===== config.mk =====
export PLATFORM = sky130hd
export DESIGN_NAME = csr_trap_seq
export DESIGN_NICKNAME = d
export VERILOG_FILES = /design/src/rtl/csr_trap_seq.sv
export SDC_FILE = /design/constraint.sdc
export NUM_CORES = 1
export LEC_CHECK = 0
export CAP_MARGIN = 25
export CORE_MARGIN = 1.5
export CORE_UTILIZATION = 42
export DETAILED_ROUTE_END_ITERATION = 16
export PLACE_DENSITY = 0.84
export SYNTH_ARGS = -nofsm -noshare
export SYNTH_HDL_FRONTEND = slang
export SYNTH_SLANG_ARGS = --single-unit

===== constraint.sdc =====
create_clock -name clk -period 3.4 [get_ports clk]
set_input_delay 0.68 -clock clk [delete_from_list [all_inputs] [get_ports clk]]
set_output_delay 0.68 -clock clk [all_outputs]
set_load 0.01 [all_outputs]

===== src/rtl/csr_trap_seq.sv =====
// Machine-mode trap entry / MRET return sequencer driving the CLINT-side CSR port.
// Steps mepc/mcause/mstatus writes through one port, then redirects the PC and acks.
module csr_trap_seq #(
  parameter int unsigned DW = 32,
  parameter int unsigned AW = 32
) (
  input  logic          clk,
  input  logic          rst,
  input  logic          trap_req_i,
  input  logic [DW-1:0] trap_pc_i,
  input  logic [DW-1:0] trap_cause_i,
  input  logic          mret_req_i,
  output logic          trap_ack_o,
  output logic          mret_ack_o,
  output logic          busy_o,
  output logic          redirect_o,
  output logic [DW-1:0] redirect_pc_o,
  input  logic [DW-1:0] csr_mtvec_i,
  input  logic [DW-1:0] csr_mepc_i,
  input  logic [DW-1:0] csr_rdata_i,
  output logic          csr_we_o,
  output logic [AW-1:0] csr_waddr_o,
  output logic [DW-1:0] csr_wdata_o,
  output logic [AW-1:0] csr_raddr_o,
  input  logic          ex_csr_we_i,
  input  logic [AW-1:0] ex_csr_waddr_i
);

  localparam logic [11:0] ADDR_MSTATUS = 12'h300;
  localparam logic [11:0] ADDR_MEPC    = 12'h341;
  localparam logic [11:0] ADDR_MCAUSE  = 12'h342;

  typedef enum logic [2:0] {
    IDLE, T_EPC, T_CAU, T_STA, T_RDR, M_RD, M_STA, M_RDR
  } state_t;

  state_t        state_q, state_d;
  logic [DW-1:0] pc_q, cause_q, st_q;
  logic [11:0]   waddr, raddr;
  logic          wr_state;
  logic          collide;
  logic [DW-1:0] tvec_base, tvec_off, trap_target;

  // Only the low 12 address bits select a CSR.
  logic unused_ex_addr_hi;
  assign unused_ex_addr_hi = ^ex_csr_waddr_i[AW-1:12];

  // Write/read address decode per state; shared by outputs and collision check.
  always_comb begin
    waddr    = '0;
    raddr    = '0;
    wr_state = 1'b0;
    unique case (state_q)
      T_EPC:         begin wr_state = 1'b1; waddr = ADDR_MEPC;    end
      T_CAU:         begin wr_state = 1'b1; waddr = ADDR_MCAUSE;  raddr = ADDR_MSTATUS; end
      T_STA, M_STA:  begin wr_state = 1'b1; waddr = ADDR_MSTATUS; end
      M_RD:          raddr = ADDR_MSTATUS;
      default:       ;
    endcase
  end

  // EX owns the port when it targets the same CSR; we hold and retry.
  assign collide = wr_state && ex_csr_we_i && (ex_csr_waddr_i[11:0] == waddr);

  // Trap target: vectored mode offsets interrupts by 4*cause, wrapping at DW bits.
  assign tvec_base   = {csr_mtvec_i[DW-1:2], 2'b00};
  assign tvec_off    = {cause_q[DW-3:0], 2'b00};
  assign trap_target = (csr_mtvec_i[1:0] == 2'b01 && cause_q[DW-1]) ? tvec_base + tvec_off
                                                                     : tvec_base;

  // Next-state sequencing.
  always_comb begin
    state_d = state_q;
    unique case (state_q)
      IDLE:  if (trap_req_i) state_d = T_EPC;
             else if (mret_req_i) state_d = M_RD;
      T_EPC: if (!collide) state_d = T_CAU;
      T_CAU: if (!collide) state_d = T_STA;
      T_STA: if (!collide) state_d = T_RDR;
      T_RDR: state_d = IDLE;
      M_RD:  state_d = M_STA;
      M_STA: if (!collide) state_d = M_RDR;
      M_RDR: state_d = IDLE;
      default: state_d = IDLE;
    endcase
  end

  // Output decode from state and captured operands.
  always_comb begin
    trap_ack_o    = 1'b0;
    mret_ack_o    = 1'b0;
    redirect_o    = 1'b0;
    redirect_pc_o = '0;
    csr_wdata_o   = '0;
    busy_o        = (state_q != IDLE);
    csr_we_o      = wr_state;
    csr_waddr_o   = AW'(waddr);
    csr_raddr_o   = AW'(raddr);
    unique case (state_q)
      T_EPC: csr_wdata_o = pc_q;
      T_CAU: csr_wdata_o = cause_q;
      T_STA: begin
        csr_wdata_o    = st_q;
        csr_wdata_o[7] = st_q[3];
        csr_wdata_o[3] = 1'b0;
      end
      T_RDR: begin
        redirect_o    = 1'b1;
        trap_ack_o    = 1'b1;
        redirect_pc_o = trap_target;
      end
      M_STA: begin
        csr_wdata_o    = st_q;
        csr_wdata_o[3] = st_q[7];
        csr_wdata_o[7] = 1'b1;
      end
      M_RDR: begin
        redirect_o    = 1'b1;
        mret_ack_o    = 1'b1;
        redirect_pc_o = csr_mepc_i;
      end
      default: ;
    endcase
  end

  // State register and operand capture; mstatus is re-sampled on every read-state cycle.
  always_ff @(posedge clk) begin
    if (rst) begin
      state_q <= IDLE;
      pc_q    <= '0;
      cause_q <= '0;
      st_q    <= '0;
    end else begin
      state_q <= state_d;
      if (state_q == IDLE && trap_req_i) begin
        pc_q    <= trap_pc_i;
        cause_q <= trap_cause_i;
      end
      if (state_q == T_CAU || state_q == M_RD)
        st_q <= csr_rdata_i;
    end
  end

endmodule

==> out/metrics.csv, run 1 <==
stage,metric,value,unit
status,status,"complete, but fails checks",
status,violations,negative setup slack,
worst_setup_path,path_buf_inv,3,
final_layout,seq_area,0.00199,sq mm
routing,viasPerCell,5.45,
timing,max_slew.worst_pin.slew,1040,ps
die,initial_core_util,42.9,%
synthesis,synth_warnings,0,
synthesis,ys_seq_area_share,27.9,%
clocking,htreeDepth,3,
worst_setup_path,critPathMaxFanout,3,
timing,slew_headroom,31.0,%
place,dpl_cell_area,0.0103,sq mm
routing,routed-via-count,8529,
grt,grt_pass1_wl,41600,microns
power,powerDensity,505,mW/mm^2
grt,first_global_vias,8047,
worst_setup_path,start_kind,input pin,
die,die_area,0.0177,sq mm
clocking,cts_buffers,9,
place,hpwl,19000,microns
routing,drc_errors,0,
synthesis,synthSimpleGateAreaFrac,20.6,%
worst_setup_path,r2r-start,state_q[1],
clocking,cts_sinks,99,
place,gp_congestion,0.943,
place,io_buffers,252,
final_layout,nFillCells,1303,
synthesis,synth_fa_ha_area_share,5.38,%
worst_setup_path,slowest_stage,o41ai_4,
min_path,hold_path_class,flop to flop,
routing,wl,27900,microns
routing,drt-initial-drc-count,783,
final_layout,drive_gt1_share,24.5,%
min_path,whs_path_depth,2,
timing,finalWorstSetupSlack,-196,ps
final_layout,area_growth,60.8,%
worst_setup_path,crit_family,compound AO/OA/AOI/OAI gates,
die,rows,47,
synthesis,synth_top_family_by_area,compound AO/OA/AOI/OAI gates,
timing,slew_viol_final,0,
timing,fin_crit_sh,106,%
synthesis,syn_avg_cell_area,7.14,sq um
grt,gr-total-overflow,0,
die,core_area,0.0166,sq mm
grt,grt_max_degree,100,
clocking,insertion_delay,340,ps
clocking,cts-hold-fix-buffers,0,
final_layout,fin_nets,1565,
worst_setup_path,rr_worst_depth,8,
power,vdd_drop_max,0.357,mV
clocking,root_buffer,clkbuf_16,
synthesis,synth_area,0.00711,sq mm
worst_setup_path,required,2720,ps
final_layout,final_area,0.0114,sq mm
worst_setup_path,worstSetupEndpointType,output pin,
job,cap_violations,0,
worst_setup_path,worst-setup-path-type,input pin to output pin,
synthesis,synth.distinct_cells,59,
timing,finClkSkew,6.26,ps
clocking,max-clock-path-buffers,2,
synthesis,syn_inst,996,
die,die_y,133,microns
routing,wl_per_cell,17.9,microns
min_path,min_to,st_q[3],
worst_setup_path,crit_chain,buf_8 -> ha_4 -> fa_2 -> a21oi_4 -> o221ai_2 -> nand3_2 -> a21oi_4 -> o41ai_4 -> buf_4 -> o41ai_4 -> xnor2_1 -> o21ai_1 -> buf_2,
power,p_leak,4.71,nW
worst_setup_path,cp.arrival,2920,ps
clocking,clk_pin_slew,70,ps
grt,antenna_found_initial,2,
synthesis,synth_edf_count,0,
timing,hold_ws,455,ps
synthesis,synth_xor_area_share,3.33,%
die,pin_count,330,
worst_setup_path,max_stage_delay,380,ps
die,die_x,133,microns
synthesis,synth-compound-area-share,27.2,%
worst_setup_path,r2r_setup_slack,1030,ps
timing,rsz0062_at_grt,yes,
final_layout,final_cell_mix,"nand2_1 (265), clkdlybuf4s50_1 (204), buf_4 (137)",
clocking,cts_tree,built,
grt,track_usage,29.3,%
timing,fmax,0.278,GHz
synthesis,synthMuxAreaShare,4.87,%
routing,ant_nets,0,
timing,finalSetupViolations,14,
min_path,hold_start,st_q[3],
worst_setup_path,r2r-end,st_q[17],
timing,hold_viol,0,
final_layout,final_common_cell,nand2_1,
final_layout,multi_input_area,0.00526,sq mm
synthesis,ys_ff_latch,99,
timing,fin_crit,3600,ps
synthesis,async_flop_share,0,%
routing,firstDrtPassIters,7,
synthesis,synth_ff_type,dfxtp_1,
==> through the flow <==
| stage | TNS, ps | power (mW) | util (%) | worst slack, ps | cells |
|---|---|---|---|---|---|
| final | -1430 | 5.78 | 68.9 | -196 | 1564 |
| after global routing | -2670 | 6.10 | 68.9 | -281 | 1564 |
| after CTS | -1160 | 5.59 | 67.6 | -214 | 1555 |
| after detailed placement | -20160 | 4.41 | 62.2 | -1050 | 1512 |
| after global placement | -19370 | 4.36 | 62.2 | -1020 | 1512 |
| after floorplan | 0 | 3.17 | - | 61.2 | 1052 |
==> layer usage <==
layer | part of all wire (%) | vias up | GRT usage [%]
li1 | - | 4018 | -
met1 | 41 | 4005 | 37.0
met2 | 48 | 426 | 50.5
met3 | 6.7 | 80 | 3.54
met4 | 4.2 | 0 | 12.6
met5 | 0 | - | 0
==> worst register-to-register path: stages, from the launching register on <==
cell      delay [ps]
dfxtp_1          340
buf_4            440
nand2b_1         270
nor2_1           250
a21oi_2           60
inv_1            240
buf_4            390
nand2_1          100
a21oi_1          180
==> cells by family (layout without fill, tap and decap cells) <==
| family | after synthesis | count (layout) |
|---|---|---|
| AND/OR/NAND/NOR | 356 | 356 |
| flip-flops | 99 | 99 |
| multiplexers | 31 | 31 |
| adder cells (fa/ha/maj) | 30 | 30 |
| buffers and inverters | 140 | 430 |
| XOR/XNOR | 27 | 27 |
| other | 1 | 59 |
| AO/OA/AOI/OAI | 312 | 312 |
==> cell type report <==
class                   instances  area share (%)
multi-input cells             813            46.0
clock buffers                  10            2.09
clock inverters                 5           0.328
repair buffers                402            31.3
diodes                          2          0.0438
well taps                     220            2.41
inverters                      13           0.427
flip-flops and latches         99            17.4
==> repair_timing <==
action	in CTS	in global routing
setup endpoints to repair	28	26
pin swaps	77	63
gates cloned	0	0
resized for setup	243	59
buffers inserted	31	9
==> where the power goes <==
group          total, mW  switching, mW  internal, mW
clock network      0.964          0.448         0.516
registers           1.56          0.182          1.38
logic               3.25           1.73          1.52
total               5.78           2.36          3.42
==> synth_stat cells, types with 3 or more instances <==
cell / number / share of area [%]
buf_2: 4 / 0.28
nor4_1: 3 / 0.26
clkbuf_1: 53 / 2.8
inv_1: 13 / 0.69
buf_4: 60 / 6.3
a21oi_1: 130 / 9.2
o211ai_1: 5 / 0.53
buf_1: 9 / 0.48
nand2_1: 273 / 14
a22oi_1: 41 / 4.3
nor3_1: 12 / 0.84
a21o_1: 16 / 1.7
nand3_1: 9 / 0.63
mux2_2: 29 / 4.6
dfxtp_1: 99 / 28
o21ai_0: 58 / 4.1
nand2b_1: 3 / 0.26
a22o_1: 21 / 2.6
o21bai_1: 7 / 0.74
nor2b_1: 3 / 0.26
nand4_1: 4 / 0.35
xor2_1: 11 / 1.4
o21ai_1: 13 / 0.91
nor2_1: 31 / 1.6
xnor2_1: 16 / 2.0
o21a_1: 3 / 0.32
ha_1: 29 / 5.1
and2_1: 6 / 0.53
==> worst max path at each step <==
| stage | startpoint | end | slack (ps) | cells after the start |
|---|---|---|---|---|
| floorplan | csr_mtvec_i[2] | redirect_pc_o[24] | 60 | 10 |
| global placement | csr_mtvec_i[2] | redirect_pc_o[26] | -1020 | 14 |
| detailed placement | csr_mtvec_i[2] | redirect_pc_o[26] | -1050 | 14 |
| CTS | csr_mtvec_i[2] | redirect_pc_o[28] | -210 | 13 |
| global route | csr_mtvec_i[21] | redirect_pc_o[28] | -280 | 13 |
| finish | csr_mtvec_i[2] | redirect_pc_o[28] | -200 | 13 |
==> sequential cells by signal (all words and copies together), names as in the netlist <==
name,count
cause_q,32
pc_q,32
st_q,32
state_q,3
(Power assumes the default switching activity.)
==> inputs of run 2 (changes only) <==
Settings changed: CORE_AREA set to 2 2 128 130, CORE_MARGIN 1.5 to not set, CORE_UTILIZATION 42 to not set, DIE_AREA set to 0 0 130 132, DONT_BUFFER_PORTS set to 1, PLACE_DENSITY 0.84 to 0.63.
==> run 2 against run 1 <==
The run now ends clean. Die area decreased by 3.2%. Sequential power increased by 5%. Worst hold slack got worse by 54 ps. Register-to-register slack got worse by 180 ps. Count of clock-buffer cells in the layout increased by 1. Clock power increased by 7%. Sequential cell count unchanged. First-iteration DRC count decreased by 37%. Combinational power decreased by 32%. Largest power group unchanged. Highest routed layer unchanged.
==> out/metrics.csv, run 2 (synthesis gave the netlist of run 1 again) <==
stage,metric,value,unit
worst_setup_path,slowest_stage,fa_2,
worst_setup_path,critPathLaunch,cause_q[0],
routing,ant_nets,0,
die,rows,46,
routing,routed-via-count,6830,
die,die_area,0.0172,sq mm
worst_setup_path,start_kind,flop,
clocking,max-clock-path-buffers,2,
routing,drc_errors,0,
routing,viasPerCell,5.61,
routing,firstDrtPassIters,5,
grt,top_usage_layer,met2,
timing,max_slew.worst_pin.slew,660,ps
grt,track_usage,25.5,%
worst_setup_path,r2r_setup_slack,850,ps
timing,fmax,0.298,GHz
worst_setup_path,r2r-end,st_q[27],
die,die_y,132,microns
final_layout,final_area,0.00803,sq mm
place,io_buffers,0,
final_layout,fin_cells,1217,
grt,grt_use_met3,4.26,%
grt,met1_usage,34.7,%
place,gp_congestion,0.900,
final_layout,utilization,51.1,%
grt,gr-usage-met2,40.7,%
timing,finClkSkew,6.43,ps
worst_setup_path,worstSetupEndpointType,output pin,
clocking,cts_buffers,9,
worst_setup_path,rr_worst_depth,8,
worst_setup_path,cp.arrival,2670,ps
power,powerDensity,607,mW/mm^2
die,die_x,130,microns
clocking,insertion_delay,340,ps
timing,slew_headroom,55.9,%
place,dpl_cell_area,0.00734,sq mm
status,status,"finished, final reports clean",
timing,fin_crit,3350,ps
place,placed_cells,1191,
timing,hold_ws,401,ps
routing,wl,22700,microns
min_path,hold_start,rst,
job,cap_violations,0,
place,hpwl,17100,microns
final_layout,final_cell_mix,"nand2_1 (271), a21oi_1 (120), dfxtp_1 (79)",
worst_setup_path,crit_chain,ha_4 -> fa_2 -> a21oi_4 -> o221ai_2 -> nand3_2 -> a21oi_4 -> o41ai_4 -> buf_4 -> o41ai_4 -> xnor2_1 -> o21ai_1 -> buf_4,
timing,slew_viol_final,0,
die,core_area,0.0157,sq mm
clocking,clk_pin_slew,70,ps
grt,grt_max_degree,100,
routing,drt-initial-drc-count,491,
grt,antenna_found_initial,1,
clocking,cts_sinks,99,
timing,setup_tns,0,ps
timing,finalSetupViolations,0,
clocking,htreeDepth,3,
power,vdd_drop_max,0.372,mV
final_layout,reg_top3,"cause_q (32), pc_q (32), st_q (32)",
die,initial_core_util,45.3,%
final_layout,drive_gt1_share,17.9,%
worst_setup_path,r2r-start,state_q[0],
min_path,whs_path_depth,1,
timing,rsz0062_at_grt,yes,
grt,grt_pass1_wl,34200,microns
clocking,root_buffer,clkbuf_16,
worst_setup_path,critPathMaxFanout,3,
final_layout,fin_nets,1222,
min_path,hold_path_class,input pin to flop,
clocking,cts_tree,built,
timing,fin_crit_sh,98.6,%
final_layout,area_growth,13.0,%
grt,first_global_vias,6239,
power,p_leak,3.16,nW
die,pin_count,330,
worst_setup_path,max_stage_delay,420,ps
routing,wl_per_cell,18.7,microns
grt,gr-total-overflow,0,
worst_setup_path,required,2720,ps
final_layout,final_common_cell,nand2_1,
min_path,min_to,pc_q[7],
timing,hold_viol,0,
worst_setup_path,worst-setup-path-type,flop to output pin,
[run 2: layout make-up]
cell class                 instances  area [sq um]
fill                            1579          7680
tap                              216           270
antenna                            1          2.50
clock buffer                      11           243
multi-input combinational        813          4880
clock inverter                     5          52.6
inverter                          13          48.8
timing repair buffer              59           509
sequential                        99          2020
[run 2: worst max-delay path by stage]
stage                     cells past startpoint  slack (ps)           endpoint
after floorplan                              10          60  redirect_pc_o[24]
after global placement                       11        -190  redirect_pc_o[20]
after detailed placement                     11        -200  redirect_pc_o[20]
after CTS                                    11           2  redirect_pc_o[28]
after global routing                         12         -70  redirect_pc_o[28]
final                                        12          50  redirect_pc_o[28]
[run 2: repair_timing]
item / CTS / global route
resized for setup: 36 / 35
gates cloned: 0 / 0
endpoints found under the setup margin: 15 / 14
setup buffers: 5 / 4
pin swaps: 15 / 24
hold buffers: 0 / 0
[run 2: worst max-delay path, delay by kind of cell (launching register included)]
kind / cells / cell delay, ps
AND/OR/NAND/NOR: 1 / 130
flip-flops: 1 / 360
adder cells (fa/ha/maj): 2 / 580
AO/OA/AOI/OAI: 6 / 740
XOR/XNOR: 1 / 190
buffers and inverters: 2 / 350
[run 2: per-layer routing]
metal	routed length [microns]	share of wire, %
met5	0	0
met4	655	2.9
met3	1470	6.5
met2	10500	46
met1	10100	44
[run 2: through the flow]
step                      power, mW  setup slack, ps
after floorplan                3.17             61.2
after global placement         3.70             -185
after detailed placement       3.74             -196
after CTS                      4.82             2.30
after global routing           5.21            -66.0
final                          4.87             47.2
[run 2: where the power goes]
group | internal (mW) | leakage [nW] | switching [mW]
Sequential | 1.39 | 0.819 | 0.247
Combinational | 0.861 | 2.20 | 1.35
Clock | 0.587 | 0.145 | 0.440
Total | 2.84 | 3.16 | 2.04
